File: config.mk
export PLATFORM = sky130hd
export DESIGN_NAME = ssit_clr_ctrl
export DESIGN_NICKNAME = d
export VERILOG_FILES = /design/src/rtl/ssit_clr_ctrl.sv
export SDC_FILE = /design/constraint.sdc
export NUM_CORES = 1
export LEC_CHECK = 0
export BUFFER_PORTS_ARGS = -buffer_cell sky130_fd_sc_hd__buf_2
export CAP_MARGIN = 20
export CORE_ASPECT_RATIO = 1.4
export CORE_MARGIN = 5
export CORE_UTILIZATION = 40
export CTS_BUF_LIST = sky130_fd_sc_hd__clkbuf_2 sky130_fd_sc_hd__clkbuf_4 sky130_fd_sc_hd__clkbuf_8
export DETAILED_ROUTE_END_ITERATION = 12
export REMOVE_ABC_BUFFERS = 1
export SLEW_MARGIN = 20
export SYNTH_ARGS = -nofsm -noshare
export SYNTH_HDL_FRONTEND = slang
export SYNTH_SLANG_ARGS = --single-unit
export TNS_END_PERCENT = 5
File: constraint.sdc
create_clock -name clk -period 6.05 [get_ports clk]
set_input_delay 1.21 -clock clk [delete_from_list [all_inputs] [get_ports clk]]
set_output_delay 1.21 -clock clk [all_outputs]
set_load 0.03 [all_outputs]
File: src/rtl/ssit_clr_ctrl.sv
// Periodic SSIT/LFST clear sequencer: counts retirements, stalls rename, walks both tables.
// Optional statistics outputs are enabled by defining SSIT_CLR_STAT_EN.
module ssit_clr_ctrl #(
    parameter int unsigned SSIT_IDX_W   = 10,
    parameter int unsigned LFST_IDX_W   = 7,
    parameter int unsigned CNT_W        = 20,
    parameter int unsigned CLR_INTERVAL = 1000000
) (
    input  logic                  clk,
    input  logic                  rst,
    input  logic [2:0]            retire_cnt_i,
    input  logic                  force_clr_i,
    input  logic                  clr_gnt_i,
    output logic                  clr_req_o,
    output logic                  ssit_clr_we_o,
    output logic [SSIT_IDX_W-1:0] ssit_clr_idx_o,
    output logic                  lfst_clr_we_o,
    output logic [LFST_IDX_W-1:0] lfst_clr_idx_o,
    output logic                  busy_o,
    output logic                  clr_done_o
`ifdef SSIT_CLR_STAT_EN
    ,
    output logic [15:0]           clr_count_o,
    output logic [0:0]            force_seen_o
`endif
);

    typedef enum logic [1:0] {IDLE, REQ, WALK, DONE} state_t;

    localparam logic [CNT_W:0]      INTERVAL = (CNT_W+1)'(CLR_INTERVAL);
    localparam logic [SSIT_IDX_W:0] LAST_IDX = (SSIT_IDX_W+1)'((1 << SSIT_IDX_W) - 1);
    localparam logic [SSIT_IDX_W:0] LFST_N   = (SSIT_IDX_W+1)'(1 << LFST_IDX_W);

    state_t               state;
    logic [CNT_W-1:0]     interval_cnt;
    logic [SSIT_IDX_W:0]  walk_idx;

    logic [CNT_W:0]       cnt_sum;
    logic [CNT_W-1:0]     cnt_sat;
    logic                 trigger;
    logic [SSIT_IDX_W:0]  walk_nxt;
    logic                 lfst_hit;

    always_comb begin
        cnt_sum  = (CNT_W+1)'(interval_cnt) + (CNT_W+1)'(retire_cnt_i);
        cnt_sat  = cnt_sum[CNT_W] ? '1 : cnt_sum[CNT_W-1:0];
        // Unsaturated sum keeps the threshold exact even when the counter would clip.
        trigger  = force_clr_i || (cnt_sum >= INTERVAL);
        walk_nxt = walk_idx + (SSIT_IDX_W+1)'(1);
        lfst_hit = walk_nxt < LFST_N;
    end

`ifdef SSIT_CLR_STAT_EN
    logic forced;
`endif

    always_ff @(posedge clk) begin
        if (rst) begin
            state          <= IDLE;
            interval_cnt   <= '0;
            walk_idx       <= '0;
            clr_req_o      <= 1'b0;
            ssit_clr_we_o  <= 1'b0;
            ssit_clr_idx_o <= '0;
            lfst_clr_we_o  <= 1'b0;
            lfst_clr_idx_o <= '0;
            busy_o         <= 1'b0;
            clr_done_o     <= 1'b0;
`ifdef SSIT_CLR_STAT_EN
            clr_count_o    <= '0;
            force_seen_o   <= '0;
            forced         <= 1'b0;
`endif
        end else begin
            case (state)
                IDLE: begin
                    interval_cnt <= cnt_sat;
                    if (trigger) begin
                        state     <= REQ;
                        clr_req_o <= 1'b1;
                        busy_o    <= 1'b1;
`ifdef SSIT_CLR_STAT_EN
                        forced    <= force_clr_i;
`endif
                    end
                end
                REQ: begin
                    if (clr_gnt_i) begin
                        state          <= WALK;
                        interval_cnt   <= '0;
                        walk_idx       <= '0;
                        ssit_clr_we_o  <= 1'b1;
                        ssit_clr_idx_o <= '0;
                        lfst_clr_we_o  <= 1'b1;
                        lfst_clr_idx_o <= '0;
                    end
                end
                WALK: begin
                    if (walk_idx == LAST_IDX) begin
                        state          <= DONE;
                        clr_req_o      <= 1'b0;
                        ssit_clr_we_o  <= 1'b0;
                        ssit_clr_idx_o <= '0;
                        lfst_clr_we_o  <= 1'b0;
                        lfst_clr_idx_o <= '0;
                        clr_done_o     <= 1'b1;
`ifdef SSIT_CLR_STAT_EN
                        if (clr_count_o != '1)
                            clr_count_o <= clr_count_o + 16'd1;
                        force_seen_o   <= forced;
`endif
                    end else begin
                        walk_idx       <= walk_nxt;
                        ssit_clr_idx_o <= walk_nxt[SSIT_IDX_W-1:0];
                        lfst_clr_we_o  <= lfst_hit;
                        lfst_clr_idx_o <= lfst_hit ? walk_nxt[LFST_IDX_W-1:0] : '0;
                    end
                end
                DONE: begin
                    state      <= IDLE;
                    busy_o     <= 1'b0;
                    clr_done_o <= 1'b0;
                end
                default: state <= IDLE;
            endcase
        end
    end

endmodule

==> results of run 1 <==
[worst max-delay path: stages]
cell and delay, ns:
buf_2 0.09, ha_1 0.19, inv_1 0.07, fa_1 0.43, nor2b_1 0.14, o2111ai_1 0.30
nor2_1 0.28, nand4_1 0.56, a31o_2 0.47, a211oi_1 0.21
[through the flow]
step / util / total power, uW / cells / area, um^2 / hold WS (ns)
3_5_place_dp: 0.434 / 923 / 488 / 3190 / 0.448
2_1_floorplan: - / 764 / 360 / 2910 / 0.430
3_3_place_gp: 0.434 / 919 / 488 / 3190 / 0.441
4_1_cts: 0.449 / 1180 / 496 / 3310 / 0.464
5_1_grt: 0.449 / 1260 / 496 / 3310 / 0.492
6_report: 0.449 / 1170 / 496 / 3310 / 0.459
[per-layer routing]
metal | vias to the layer above | part of all wire | wire length [um] | global-route usage
li1 | 1411 | - | - | -
met1 | 1352 | 0.41 | 3140 | 0.181
met2 | 44 | 0.53 | 4140 | 0.317
met3 | 18 | 0.035 | 273 | 0.0350
met4 | 0 | 0.024 | 189 | 0.0676
met5 | - | 0 | 0 | 0
[state kept, by name (all words and copies together), names as in the netlist]
register and flops:
walk_idx 11, clr_req_o 1, busy_o 1, lfst_clr_we_o 1
ssit_clr_idx_o 10, state 2, clr_done_o 1, ssit_clr_we_o 1
lfst_clr_idx_o 7, interval_cnt 20
[cell usage in the layout (no fill, tap or decap), types with 3 or more instances in the layout]
| cell | instances |
|---|---|
| inv_1 | 9 |
| buf_2 | 28 |
| ha_1 | 8 |
| and3_1 | 7 |
| nand4_1 | 9 |
| a211o_1 | 3 |
| nor2_1 | 44 |
| nor2b_1 | 3 |
| a31oi_1 | 7 |
| nand3_1 | 15 |
| nand2b_1 | 9 |
| nand2_1 | 32 |
| clkbuf_8 | 5 |
| a211oi_1 | 4 |
| nor3_1 | 12 |
| a31o_2 | 3 |
| o21ai_0 | 20 |
| or2_2 | 3 |
| buf_4 | 3 |
| a311oi_1 | 5 |
| xnor2_1 | 5 |
| nand3b_1 | 3 |
| a21oi_1 | 46 |
| xor2_1 | 5 |
| a22oi_1 | 9 |
| dfxtp_1 | 55 |
| or3_1 | 6 |
| and2_1 | 3 |
[power groups by stage]
| stage | clock [uW] | sequential [uW] | combinational [uW] |
|---|---|---|---|
| 2_1_floorplan | 0 | 457 | 307 |
| 3_3_place_gp | 0 | 435 | 484 |
| 3_5_place_dp | 0 | 435 | 488 |
| 4_1_cts | 264 | 427 | 491 |
| 5_1_grt | 281 | 432 | 546 |
| 6_report | 257 | 427 | 487 |
[cells by family (layout without fill, tap and decap cells)]
kind of cell	after synthesis	after routing
AO/OA/AOI/OAI	117	117
XOR/XNOR	10	10
adder cells (fa/ha/maj)	9	9
buffers and inverters	29	48
flip-flops	55	55
multiplexers	3	3
AND/OR/NAND/NOR	157	157
[final cells by class]
cell class	count	area share
Sequential cell	55	0.333
Clock buffer	5	0.0208
Timing Repair Buffer	31	0.0492
Inverter	9	0.0102
Clock inverter	3	0.0140
Multi-Input combinational cell	296	0.536
Tap cell	97	0.0367
[worst min path at each step]
stage	slack, ns	endpoint
3_3_place_gp	0.44	ssit_clr_idx_o[3]
3_5_place_dp	0.45	ssit_clr_idx_o[4]
2_1_floorplan	0.43	interval_cnt[2]
4_1_cts	0.46	ssit_clr_idx_o[4]
5_1_grt	0.49	ssit_clr_idx_o[4]
6_report	0.46	ssit_clr_idx_o[4]
==> metrics.md, run 1 <==
| Metric | Value |
|---|---|
| Status | finished clean |
| WHS Path Cells | 2 |
| HPWL reported at the end of detailed placement | 5500 um |
| Internal Power | 671 uW |
| Number of H-tree levels | 2 |
| Vias in the first global route | 2711 |
| Post-synthesis mux area share | 0.0103 |
| Starting DRT DRC Count | 108 |
| Min cycle time layout | 3.70 ns |
| Max Cap Viol | 0 |
| Flop pwr share | 0.365 |
| Core area | roughly 7400 um^2 |
| Most used DFF post-synth | dfxtp_1 |
| Worst hold start | ssit_clr_idx_o[4] |
| CP arrival | 3.95 ns |
| Die width | 83.5 um |
| Worst vdd ir | 0.146 mV |
| Slew @ Worst Pin | 0.658 ns |
| Slew HR | 0.560 |
| Starting density of the core | 0.411 |
| Synth Instances | 380 |
| Fill count | 764 |
| Area grow syn2layout | 9.21% |
| Vias per cell | 5.70 |
| Clk pwr share | 0.219 |
| Sw Ratio | 0.426 |
| First-pass GRT wire length | 13100 um |
| Compound-gate portion of the synthesized area | 0.244 |
| Synthesized-area fraction occupied by xor and xnor cells | 0.0289 |
| Final period util | 0.611 |
| Sink Count | 55 |
| Cell count of the worst reg-to-reg path | 9 |
| Nets | 414 |
| Post-Synth Adder-Cell Area | 0.0397 |
| Placement Rows | 37 |
| Most numerous cell in the Yosys netlist | dfxtp_1 |
| CTS tree | done |
| Post-Synth Simple-Gate Area | 0.263 |
| Worst Path Required | 6.30 ns |
| Initial DRT Pass Iterations | 4 |
| Root Buffer | clkbuf_8 |
| # hold bufs at CTS | 0 |
| Pwr/cell area | 354 nW/um^2 |
| Max-slew violations | 0 |
| Comb pwr share | 0.416 |
| Synth top cells by count | 55 x dfxtp_1, 46 x a21oi_1, 44 x nor2_1 |
| Fmax | 0.270 GHz |
| Worst-skew pair later-pin latency | between 0.3 and 0.4 ns |
| PortBufs | 28 |
| Setup TNS | 0 ns |
| Clock Skew | 0.00768 ns |
| Post-CTS setup buffer count | 0 |
| Vias | between 2000 and 3000 |
| Longest Clk Path Bufs | 2 |
| Worst r2r src | interval_cnt[0] |
| Remaining Overflow, GRT | 0 |
| Largest net degree at the start of global routing | 55 |
| Asr flop ratio synth | 0 |
| RD Place Congestion | between 0.8 and 0.9 |
| Pre-CTS WS | about 2.0 ns |
| Final WL | 7740 um |
| RSZ-0062 raised after global routing | no |
| CP startpoint | retire_cnt_i[0] |
| Synthesized flop and latch total | 55 |
| Count of cell types in the netlist | 56 |
| Clock buffer count from CTS | 5 |
| Final Hold Fails | 0 |
| Post-synth top area cell | dfxtp_1 |
| Reg clk slew, reported paths | 0.11 ns |
| Sequential area share after synthesis | 0.364 |
| Drt drc | 0 |
| Critical Path End Type | flip-flop |
| Initial antenna violation count | 0 |
| Ranking of synthesized cells by area | dfxtp_1 36%, a21oi_1 7.6%, nor2_1 5.5%, nand2_1 4.0%, o21ai_0 3.5% |
| Post_cts resized | 0 |
| Die area | around 9400 um^2 |
| Reg2reg setup slack | 2.97 ns |
| Die Span Y | 113 um |
| Psw | 499 uW |
| Overall routing resource usage | 0.168 |
| HP Class | reg2reg |
| CP max FO | 15 |
| RR Endpoint | interval_cnt[16] |
| Final antenna-violating net count | 0 |
| Critical path class | in2reg |
| Largest family of logic cells by synthesized area | simple AND/OR/NAND/NOR gates |
| Lkg Pwr | approximately 0.0012 uW |
| Sequential Area | 1100 um^2 |
| Wirelength per Cell | 15.6 um |
| Post-route setup slack | 2.35 ns |
| # setup viols final | 0 |
| Multi-input logic area | 1770 um^2 |
| Number of flops mapped to enable cells by yosys | 0 |
| Warnings, synthesis | 0 |
| Antenna Cells | 0 |
| Share of layout cells above drive strength 1 | 0.143 |
| Cell Area, Synth | roughly 3000 um^2 |
| Mean post-synth cell area | 7.97 um^2 |
| IO Count | 29 |
| Top-area cell type share of the netlist area | 0.364 |
| Worst Setup EP | interval_cnt[16] |
| CP Launch Type | input port |
(Power assumes the default switching activity.)
==> run 2, diff against run 1 <==
==> constraint.sdc (replaced) <==
create_clock -name clk -period 3.5 [get_ports clk]
set_input_delay 0.7 -clock clk [delete_from_list [all_inputs] [get_ports clk]]
set_output_delay 0.7 -clock clk [all_outputs]
set_load 0.03 [all_outputs]
==> metrics.md, run 2 (same netlist as run 1, synthesis figures left out) <==
| Metric | Value |
|---|---|
| Post_cts resized | 0 (unchanged) |
| Worst Path Required | 3.75 ns (-2.55 ns) |
| Worst-skew pair later-pin latency | 0.31 ns (about the same) |
| Delay-heaviest family, CP | compound AO/OA/AOI/OAI gates |
| Fill count | 744 (-2.6%) |
| Final antenna-violating net count | 0 (unchanged) |
| Max Cap Viol | 0 (unchanged) |
| Remaining Overflow, GRT | 0 (unchanged) |
| CP Launch Type | input port |
| Worst vdd ir | 0.262 mV (+80%) |
| Clock Skew | 0.0105 ns (+0.00279 ns) |
| PortBufs | 28 (unchanged) |
| Critical path class | in2reg |
| Vias per cell | 5.70 (about the same) |
| Lkg Pwr | 0.00125 uW (+0.52%) |
| Placement Rows | 37 (unchanged) |
| Initial DRT Pass Iterations | 5 (+1) |
| Status | finished clean |
| Critical Path End Type | flip-flop |
| # hold bufs at CTS | 0 (unchanged) |
| Drt drc | 0 (unchanged) |
| Die width | 83.5 um (unchanged) |
| First-pass GRT wire length | 13300 um (+1.5%) |
| Slew HR | 0.563 (+0.00291) |
| Regs by FF count | interval_cnt (20), walk_idx (11), ssit_clr_idx_o (10) |
| Die area | 9430 um^2 (unchanged) |
| Nets | 417 (+0.72%) |
| Fmax | about 0.34 GHz |
| Area grow syn2layout | 9.42% |
| Min cycle time layout | about 3 ns |
| Wirelength per Cell | 15.3 um (-1.8%) |
| Clock buffer count from CTS | 5 (unchanged) |
| CP Cell Sequence | buf_2 > ha_1 > inv_1 > fa_1 > nor2b_1 > o2111ai_1 > or3_1 > a221oi_2 > o211ai_2 > a31oi_1 > mux2i_1 |
| HPWL reported at the end of detailed placement | 5620 um (+2.2%) |
| # setup viols final | 0 (unchanged) |
| Starting density of the core | 0.411 (unchanged) |
| Final period util | 0.834 |
| IO Count | 29 (unchanged) |
| CTS tree | done |
| Setup TNS | 0 ns (unchanged) |
| Longest Clk Path Bufs | 2 (unchanged) |
| Initial antenna violation count | 0 (unchanged) |
| Sequential Area | 1100 um^2 (unchanged) |
| Die Span Y | 113 um (unchanged) |
| Sink Count | 55 (unchanged) |
| Slowest cell on crit path | fa_1 |
| Final Hold Fails | 0 (unchanged) |
| Core area | 7360 um^2 (unchanged) |
| RD Place Congestion | 0.904 (+3.2%) |
| Share of layout cells above drive strength 1 | 0.149 (+0.00640) |
| Pwr/cell area | 592 nW/um^2 (+67%) |
| Most flops, register | interval_cnt |
| Vias | 2842 (+0.60%) |
| Max stage delay on crit path | 0.43 ns (-0.13 ns) |
| HP Class | reg2reg |
| Root Buffer | clkbuf_8 |
| Hold WS | 0.459 ns (-0.000294 ns) |
| Final WL | 7650 um (-1.2%) |
| Commonest non-fill, non-tap cells in the layout | 55 x dfxtp_1, 46 x a21oi_1, 44 x nor2_1, 32 x nand2_1, 28 x buf_2 |
| Reg2reg setup slack | 0.70 ns (-2.27 ns) |
| Overall routing resource usage | 0.168 (about the same) |
| CP max FO | 5 (-10) |
| Slew @ Worst Pin | 0.639 ns (-0.0189 ns) |
| Reg clk slew, reported paths | 0.11 ns (about the same) |
| CP bufs+invs | 2 (unchanged) |
| Max FFs per register | 20 (unchanged) |
| CP arrival | 3.17 ns (-0.78 ns) |
| Commonest non-fill, non-tap cell in the layout | dfxtp_1 |
| Max-slew violations | 0 (unchanged) |
| RSZ-0062 raised after global routing | no |
| Starting DRT DRC Count | 132 (+22%) |
| Vias in the first global route | 2767 (+2.1%) |
| Antenna Cells | 0 (unchanged) |
| Multi-input logic area | 1770 um^2 (unchanged) |
| Largest net degree at the start of global routing | 34 (-38%) |
| Number of H-tree levels | 2 (unchanged) |
| Core Util, Final | 0.450 (+0.000849) |
| Post-CTS setup buffer count | 0 (unchanged) |
-- run 2: report_power, final --
group	switching [uW]	leakage, uW	internal [uW]
Sequential	48.6	0.000445	688
Clock	223	0.0000474	162
Combinational	586	0.000754	256
-- run 2: metrics by stage --
step	instances	total power (uW)	setup WS, ns	cell area (um^2)
detailed placement	491	1600	0.237	3210
global route	499	2100	0.317	3310
finish	499	1960	0.580	3310
CTS	499	1980	0.580	3310
global placement	491	1590	0.325	3210
floorplan	360	1320	0.511	2910
-- run 2: cell type report --
cell class	instances	share of cell area
clock buffers	6	0.0249
clock inverters	2	0.00491
inverters	9	0.0102
multi-input cells	296	0.535
flip-flops and latches	55	0.332
well taps	97	0.0366
repair buffers	34	0.0559
-- run 2: worst min-delay path: stages, from the launching register on --
cell	delay, ns
dfxtp_1	0.32
nand2_1	0.05
a21oi_1	0.05
-- run 2: routing by layer --
| metal | wire length, um | vias up | GRT usage |
|---|---|---|---|
| met1 | 3080 | 1326 | 0.192 |
| li1 | - | 1418 | - |
| met4 | 125 | 0 | 0.0601 |
| met5 | 0 | - | 0 |
| met3 | 366 | 11 | 0.0248 |
| met2 | 4080 | 87 | 0.315 |
-- run 2: worst paths after layout --
path,startpoint,to,cells past startpoint
worst max register to register,interval_cnt[0],state[1],10
worst min register to register,ssit_clr_idx_o[4],ssit_clr_idx_o[4],2
worst max-delay path,retire_cnt_i[0],state[1],11
worst min-delay path,ssit_clr_idx_o[4],ssit_clr_idx_o[4],2
